--- src/rtl/arm_multicycle_ctrl.sv ---
// Multicycle control unit for the ARM-subset processor: Moore sequencer,
// NZCV flags register, condition evaluation and datapath control decode.
module arm_multicycle_ctrl #(
    parameter logic [3:0] FLAGS_RST = 4'b0000
) (
    input  logic       CLK,
    input  logic       RESET,
    input  logic [3:0] COND,
    input  logic [1:0] OP,
    input  logic [5:0] FUNCT,
    input  logic [3:0] RD,
    input  logic [3:0] ALUFLAGS,
    output logic       PCWRITE,
    output logic       ADRSRC,
    output logic       MEMWRITE,
    output logic       IRWRITE,
    output logic       REGWRITE,
    output logic [1:0] RESULTSRC,
    output logic [1:0] ALUSRCA,
    output logic [1:0] ALUSRCB,
    output logic [1:0] ALUCONTROL,
    output logic [1:0] IMMSRC,
    output logic [1:0] REGSRC,
    output logic [3:0] FLAGS,
    output logic [3:0] STATE
);

    localparam logic [3:0] S_FETCH  = 4'd0;
    localparam logic [3:0] S_DECODE = 4'd1;
    localparam logic [3:0] S_MEMADR = 4'd2;
    localparam logic [3:0] S_MEMRD  = 4'd3;
    localparam logic [3:0] S_MEMWB  = 4'd4;
    localparam logic [3:0] S_MEMWR  = 4'd5;
    localparam logic [3:0] S_EXECR  = 4'd6;
    localparam logic [3:0] S_EXECI  = 4'd7;
    localparam logic [3:0] S_ALUWB  = 4'd8;
    localparam logic [3:0] S_BRANCH = 4'd9;

    localparam logic [1:0] ALU_ADD = 2'b00;
    localparam logic [1:0] ALU_SUB = 2'b01;
    localparam logic [1:0] ALU_AND = 2'b10;
    localparam logic [1:0] ALU_ORR = 2'b11;

    logic [3:0] state_q;
    logic [3:0] state_d;
    logic [3:0] out_state;
    logic [3:0] flags_q;
    logic       condex;
    logic       condq;
    logic [1:0] alu_dec;
    logic       cv_update;
    logic       flag_n;
    logic       flag_z;
    logic       flag_c;
    logic       flag_v;
    logic       pcw_fetch;
    logic       pcw_branch;
    logic       irw_raw;
    logic       regw_raw;
    logic       memw_raw;
    logic       in_exec;

    // State register
    always_ff @(posedge CLK) begin
        if (RESET) begin
            state_q <= S_FETCH;
        end else begin
            state_q <= state_d;
        end
    end

    // Next-state logic; unused encodings fall back to FETCH
    always_comb begin
        state_d = S_FETCH;
        case (state_q)
            S_FETCH:  state_d = S_DECODE;
            S_DECODE: begin
                case (OP)
                    2'b01:   state_d = S_MEMADR;
                    2'b00:   state_d = FUNCT[5] ? S_EXECI : S_EXECR;
                    2'b10:   state_d = S_BRANCH;
                    default: state_d = S_FETCH;
                endcase
            end
            S_MEMADR: state_d = FUNCT[0] ? S_MEMRD : S_MEMWR;
            S_MEMRD:  state_d = S_MEMWB;
            S_MEMWB:  state_d = S_FETCH;
            S_MEMWR:  state_d = S_FETCH;
            S_EXECR:  state_d = S_ALUWB;
            S_EXECI:  state_d = S_ALUWB;
            S_ALUWB:  state_d = S_FETCH;
            S_BRANCH: state_d = S_FETCH;
            default:  state_d = S_FETCH;
        endcase
    end

    assign flag_n = flags_q[3];
    assign flag_z = flags_q[2];
    assign flag_c = flags_q[1];
    assign flag_v = flags_q[0];

    always_comb begin
        condex = 1'b0;
        case (COND)
            4'b0000: condex = flag_z;
            4'b0001: condex = ~flag_z;
            4'b0010: condex = flag_c;
            4'b0011: condex = ~flag_c;
            4'b0100: condex = flag_n;
            4'b0101: condex = ~flag_n;
            4'b0110: condex = flag_v;
            4'b0111: condex = ~flag_v;
            4'b1000: condex = flag_c & ~flag_z;
            4'b1001: condex = ~flag_c | flag_z;
            4'b1010: condex = (flag_n == flag_v);
            4'b1011: condex = (flag_n != flag_v);
            4'b1100: condex = ~flag_z & (flag_n == flag_v);
            4'b1101: condex = flag_z | (flag_n != flag_v);
            4'b1110: condex = 1'b1;
            default: condex = 1'b0;
        endcase
    end

    always_comb begin
        alu_dec = ALU_ADD;
        case (FUNCT[4:1])
            4'b0100: alu_dec = ALU_ADD;
            4'b0010: alu_dec = ALU_SUB;
            4'b0000: alu_dec = ALU_AND;
            4'b1100: alu_dec = ALU_ORR;
            default: alu_dec = ALU_ADD;
        endcase
    end

    assign cv_update = (FUNCT[4:1] == 4'b0100) || (FUNCT[4:1] == 4'b0010);
    assign in_exec   = (state_q == S_EXECR) || (state_q == S_EXECI);

    // Condition is frozen at DECODE so the instruction's own flag write
    // cannot change its later gating.
    always_ff @(posedge CLK) begin
        if (RESET) begin
            condq <= 1'b0;
        end else if (state_q == S_DECODE) begin
            condq <= condex;
        end
    end

    always_ff @(posedge CLK) begin
        if (RESET) begin
            flags_q <= FLAGS_RST;
        end else if (in_exec && FUNCT[0] && condq) begin
            flags_q[3:2] <= ALUFLAGS[3:2];
            if (cv_update) begin
                flags_q[1:0] <= ALUFLAGS[1:0];
            end
        end
    end

    // While reset is held the muxes show FETCH values and enables are masked below
    assign out_state = RESET ? S_FETCH : state_q;

    always_comb begin
        pcw_fetch  = 1'b0;
        pcw_branch = 1'b0;
        irw_raw    = 1'b0;
        regw_raw   = 1'b0;
        memw_raw   = 1'b0;
        ADRSRC     = 1'b0;
        RESULTSRC  = 2'b00;
        ALUSRCA    = 2'b00;
        ALUSRCB    = 2'b00;
        ALUCONTROL = ALU_ADD;
        case (out_state)
            S_FETCH: begin
                irw_raw   = 1'b1;
                pcw_fetch = 1'b1;
                ALUSRCA   = 2'b01;
                ALUSRCB   = 2'b10;
                RESULTSRC = 2'b10;
            end
            S_DECODE: begin
                ALUSRCA   = 2'b01;
                ALUSRCB   = 2'b10;
                RESULTSRC = 2'b10;
            end
            S_MEMADR: ALUSRCB = 2'b01;
            S_MEMRD:  ADRSRC  = 1'b1;
            S_MEMWB: begin
                RESULTSRC = 2'b01;
                regw_raw  = 1'b1;
            end
            S_MEMWR: begin
                ADRSRC   = 1'b1;
                memw_raw = 1'b1;
            end
            S_EXECR: ALUCONTROL = alu_dec;
            S_EXECI: begin
                ALUSRCB    = 2'b01;
                ALUCONTROL = alu_dec;
            end
            S_ALUWB: regw_raw = 1'b1;
            S_BRANCH: begin
                ALUSRCB    = 2'b01;
                RESULTSRC  = 2'b10;
                pcw_branch = 1'b1;
            end
            default: begin
                pcw_fetch = 1'b0;
            end
        endcase
    end

    // R15 is not a writable register, so RD=1111 suppresses the write-back
    assign REGWRITE = ~RESET & regw_raw & condq & (RD != 4'b1111);
    assign MEMWRITE = ~RESET & memw_raw & condq;
    assign PCWRITE  = ~RESET & (pcw_fetch | (pcw_branch & condq));
    assign IRWRITE  = ~RESET & irw_raw;
    assign IMMSRC   = OP;
    assign REGSRC   = {OP == 2'b01, OP == 2'b10};
    assign FLAGS    = flags_q;
    assign STATE    = state_q;

endmodule

--- config.mk ---
export PLATFORM = sky130hd
export DESIGN_NAME = arm_multicycle_ctrl
export DESIGN_NICKNAME = d
export VERILOG_FILES = /design/src/rtl/arm_multicycle_ctrl.sv
export SDC_FILE = /design/constraint.sdc
export NUM_CORES = 1
export LEC_CHECK = 0
export BUFFER_PORTS_ARGS = -buffer_cell sky130_fd_sc_hd__buf_2
export CAP_MARGIN = 20
export CELL_PAD_IN_SITES_DETAIL_PLACEMENT = 1
export CELL_PAD_IN_SITES_GLOBAL_PLACEMENT = 1
export CORE_MARGIN = 4
export CORE_UTILIZATION = 28
export DETAILED_ROUTE_END_ITERATION = 6
export GPL_ROUTABILITY_DRIVEN = 0
export PLACE_DENSITY_LB_ADDON = 0.25
export SETUP_SLACK_MARGIN = 0.2
export SYNTH_ARGS = -nofsm -noshare
export SYNTH_HDL_FRONTEND = slang
export SYNTH_SLANG_ARGS = --single-unit
--- constraint.sdc ---
create_clock -name CLK -period 1.8 [get_ports CLK]
set_input_delay 0 -clock CLK [delete_from_list [all_inputs] [get_ports CLK]]
set_output_delay 0 -clock CLK [all_outputs]
set_load 0.005 [all_outputs]
==> results.toml <==
[clock_tree]
cts_tree = "built"
clkSinkCount = 9
ctsHtreeMaxLevel = 1
clkSlewWorstSetupHoldPaths_ps = 60
cts_max_path_buffers = 2
clock_latency_ps = 270
cts-root-buf = "clkbuf_4"
cts_buffers = 3

[drt]
vias = 1002
route.detailed.drc = 0
dr.pass1.iters = 4
viasPerCell = 5.112
drt.antenna.violating_nets = 0
drt-initial-drc-count = 21
wl_per_cell_um = 14.26
finalWirelength_mm = 2.794

[global_routing]
grt_use_met3 = 0.04822
groute.layer.met1.usage = 0.1992
overflow = 0
grt_most_used_layer = "met2"
grtUsageTotal = 0.1592
grt_start_max_net_pins = 14
grt_pass1_vias = 944
antenna_found_initial = 0
use_met2 = 0.2644
grt_first_pass_wirelength_mm = 4.436

[cells_and_area]
layout_commonest_cell = "buf_2"
diodes = 0
n_fill_cell = 361
syn_to_final_growth_pct = 46.47
multiInputGateArea_um2 = 574.3
nets = 188
final_cell_area_um2 = 1167
final_layout_size_suffix_gt1_frac = 0.4182
final-seq-area_um2 = 183.9
most-common-layout-cells = "buf_2 (45), nor2_1 (11), nand2_1 (10)"

[critical_path]
path_class = "flip-flop to flip-flop"
ff2ff_path_depth = 5
worst-path-stages = 5
crit_path_max_fanout = 2
start_kind = "flip-flop"
cp-startpoint = "STATE[2]"
r2r_end = "FLAGS[1]"
cp_data_required_time_ps = 1960
end_kind = "flip-flop"
r2r_slack_ps = 210
slowest_stage = "or4_4"
cp_cell_sequence = "nand2_2, or3_4, or4_4, mux2i_1, nor2_1"
crit_arrival_ps = 1750
cp_slowest_stage_delay_ps = 510
path_buf_inv = 0
r2r_start = "STATE[2]"
crit_end = "FLAGS[1]"
crit_family = "simple AND/OR/NAND/NOR gates"

[timing]
fin_tns_setup_ps = 0
hold_viol = 0
holdWs_ps = 28.56
drv_slew = 0
clock_skew_ps = 2.014
post-route-period-util = 0.8833
period_needed_ps = 1590
setup-violations-final = 0
clock.fmax_mhz = 629.0
rsz0062_at_grt = "true"
layout_setup_ws_ps = 210.1

[synth]
synthCells = 114
synth_cell_types = 35
ys_seq_elements = 9
synth_edf_count = 0
seq_area_frac_synth = 0.2261
yosysTopAreaCell = "dfxtp_1"
synth.avg_cell_area_um2 = 6.991
syn-num-nets = 136
ys.flop_type = "dfxtp_1"
synthArstFlopShare = 0
synth_top_cell_area_share = 0.2261
syn-cell-area_um2 = 797.0
ys_warn_count = 0
yosys-top-cells-area = "dfxtp_1 (23%), xnor2_1 (7.7%), nor2_1 (6.1%)"

[power_and_ir_drop]
irDropWorstVdd_mv = 0.3345
seq_power_share = 0.372
p_int_mw = 0.3997
clockPowerShare = 0.272
p_per_area_nw_per_um2 = 518.7
p_leak_nw = 0.5500
p_comb_frac = 0.357
switchingPower_mw = 0.2058
sw_frac_of_total = 0.3398

[hold_path]
hp-start = "FUNCT[5]"
hold_path_depth = 3
min_path_type = "input pin to flip-flop"

[die]
dieWidth_um = 61.35
core_area_um2 = 2734
rows = 19
initial_utilization = 0.2915
die_h_um = 61.35
die_area_um2 = 3764
boundaryPins = 47

[placement]
dp_hpwl_mm = 2.083
place_area_um2 = 1036
dp_slack_ps = 166.9
port-buffer-count = 45

[outcome]
status = "finished, final reports clean"

[flow_run]
maxCapViolCount = 0
worst min-delay path by stage:
stage                     end  slack [ps]
floorplan           REGSRC[0]          30
global placement    IMMSRC[0]         210
detailed placement  IMMSRC[0]         220
CTS                  STATE[0]          30
global route         STATE[0]          30
finish               STATE[0]          30
worst register-to-register path: cells and delay by family (launching register included):
| kind | cells | cell delay [ps] |
|---|---|---|
| DFF | 1 | 350 |
| and+or+nand+nor | 4 | 970 |
| muxes | 1 | 170 |
repair_timing:
item	CTS	global route
pin swaps	4	3
endpoints found under the hold margin	4	0
setup buffers	4	1
hold buffers	4	0
resized for setup	4	4
endpoints found under the setup margin	3	6
cell families after synthesis:
kind of cell,share of synthesized area
AOI/OAI and AO/OA,0.1617
xor gates and xnor gates,0.08792
buffers and inverters,0.07691
DFF,0.2261
muxes,0.05024
other,0.004705
and+or+nand+nor,0.3925
sequential cells by signal, summed over array words and instances (netlist names):
signal	cells
FLAGS	4
STATE	4
condq	1
cell usage after synthesis, drive strengths merged, types with 2 or more instances:
| master | instances |
|---|---|
| inv | 3 |
| nand2 | 11 |
| xnor2 | 7 |
| mux2i | 4 |
| nor2 | 13 |
| nand3 | 5 |
| buf | 4 |
| or4 | 2 |
| a21oi | 6 |
| nand2b | 3 |
| nor3 | 8 |
| nand3b | 5 |
| dfxtp | 9 |
| nor4 | 3 |
| o21ai | 5 |
| clkbuf | 6 |
| nor2b | 2 |
| or2 | 3 |
power groups by stage:
stage | logic, mW | registers (mW) | clock network, mW
after floorplan | 0.122 | 0.222 | 0
after global placement | 0.192 | 0.227 | 0
after detailed placement | 0.195 | 0.228 | 0
after CTS | 0.209 | 0.224 | 0.169
after global routing | 0.240 | 0.228 | 0.177
final | 0.216 | 0.225 | 0.164
per-stage QoR:
step	cells	util	power, mW
finish	196	0.4270	0.6055
global route	196	0.4270	0.6448
CTS	195	0.4201	0.6025
detailed placement	183	0.3789	0.4230
global placement	183	0.3789	0.4190
floorplan	114	-	0.3438
per-layer routing:
metal	vias up	routed length, um
li1	498	-
met5	-	0
met1	469	1222
met2	31	1364
met4	0	27
met3	4	179
cell type report:
cell class / count / share of cell area
multi-input combinational: 92 / 0.4920
inverter: 3 / 0.009646
sequential: 9 / 0.1576
timing repair buffer: 57 / 0.2851
clock buffer: 4 / 0.02251
tap: 31 / 0.03323
(Power assumes the default switching activity.)
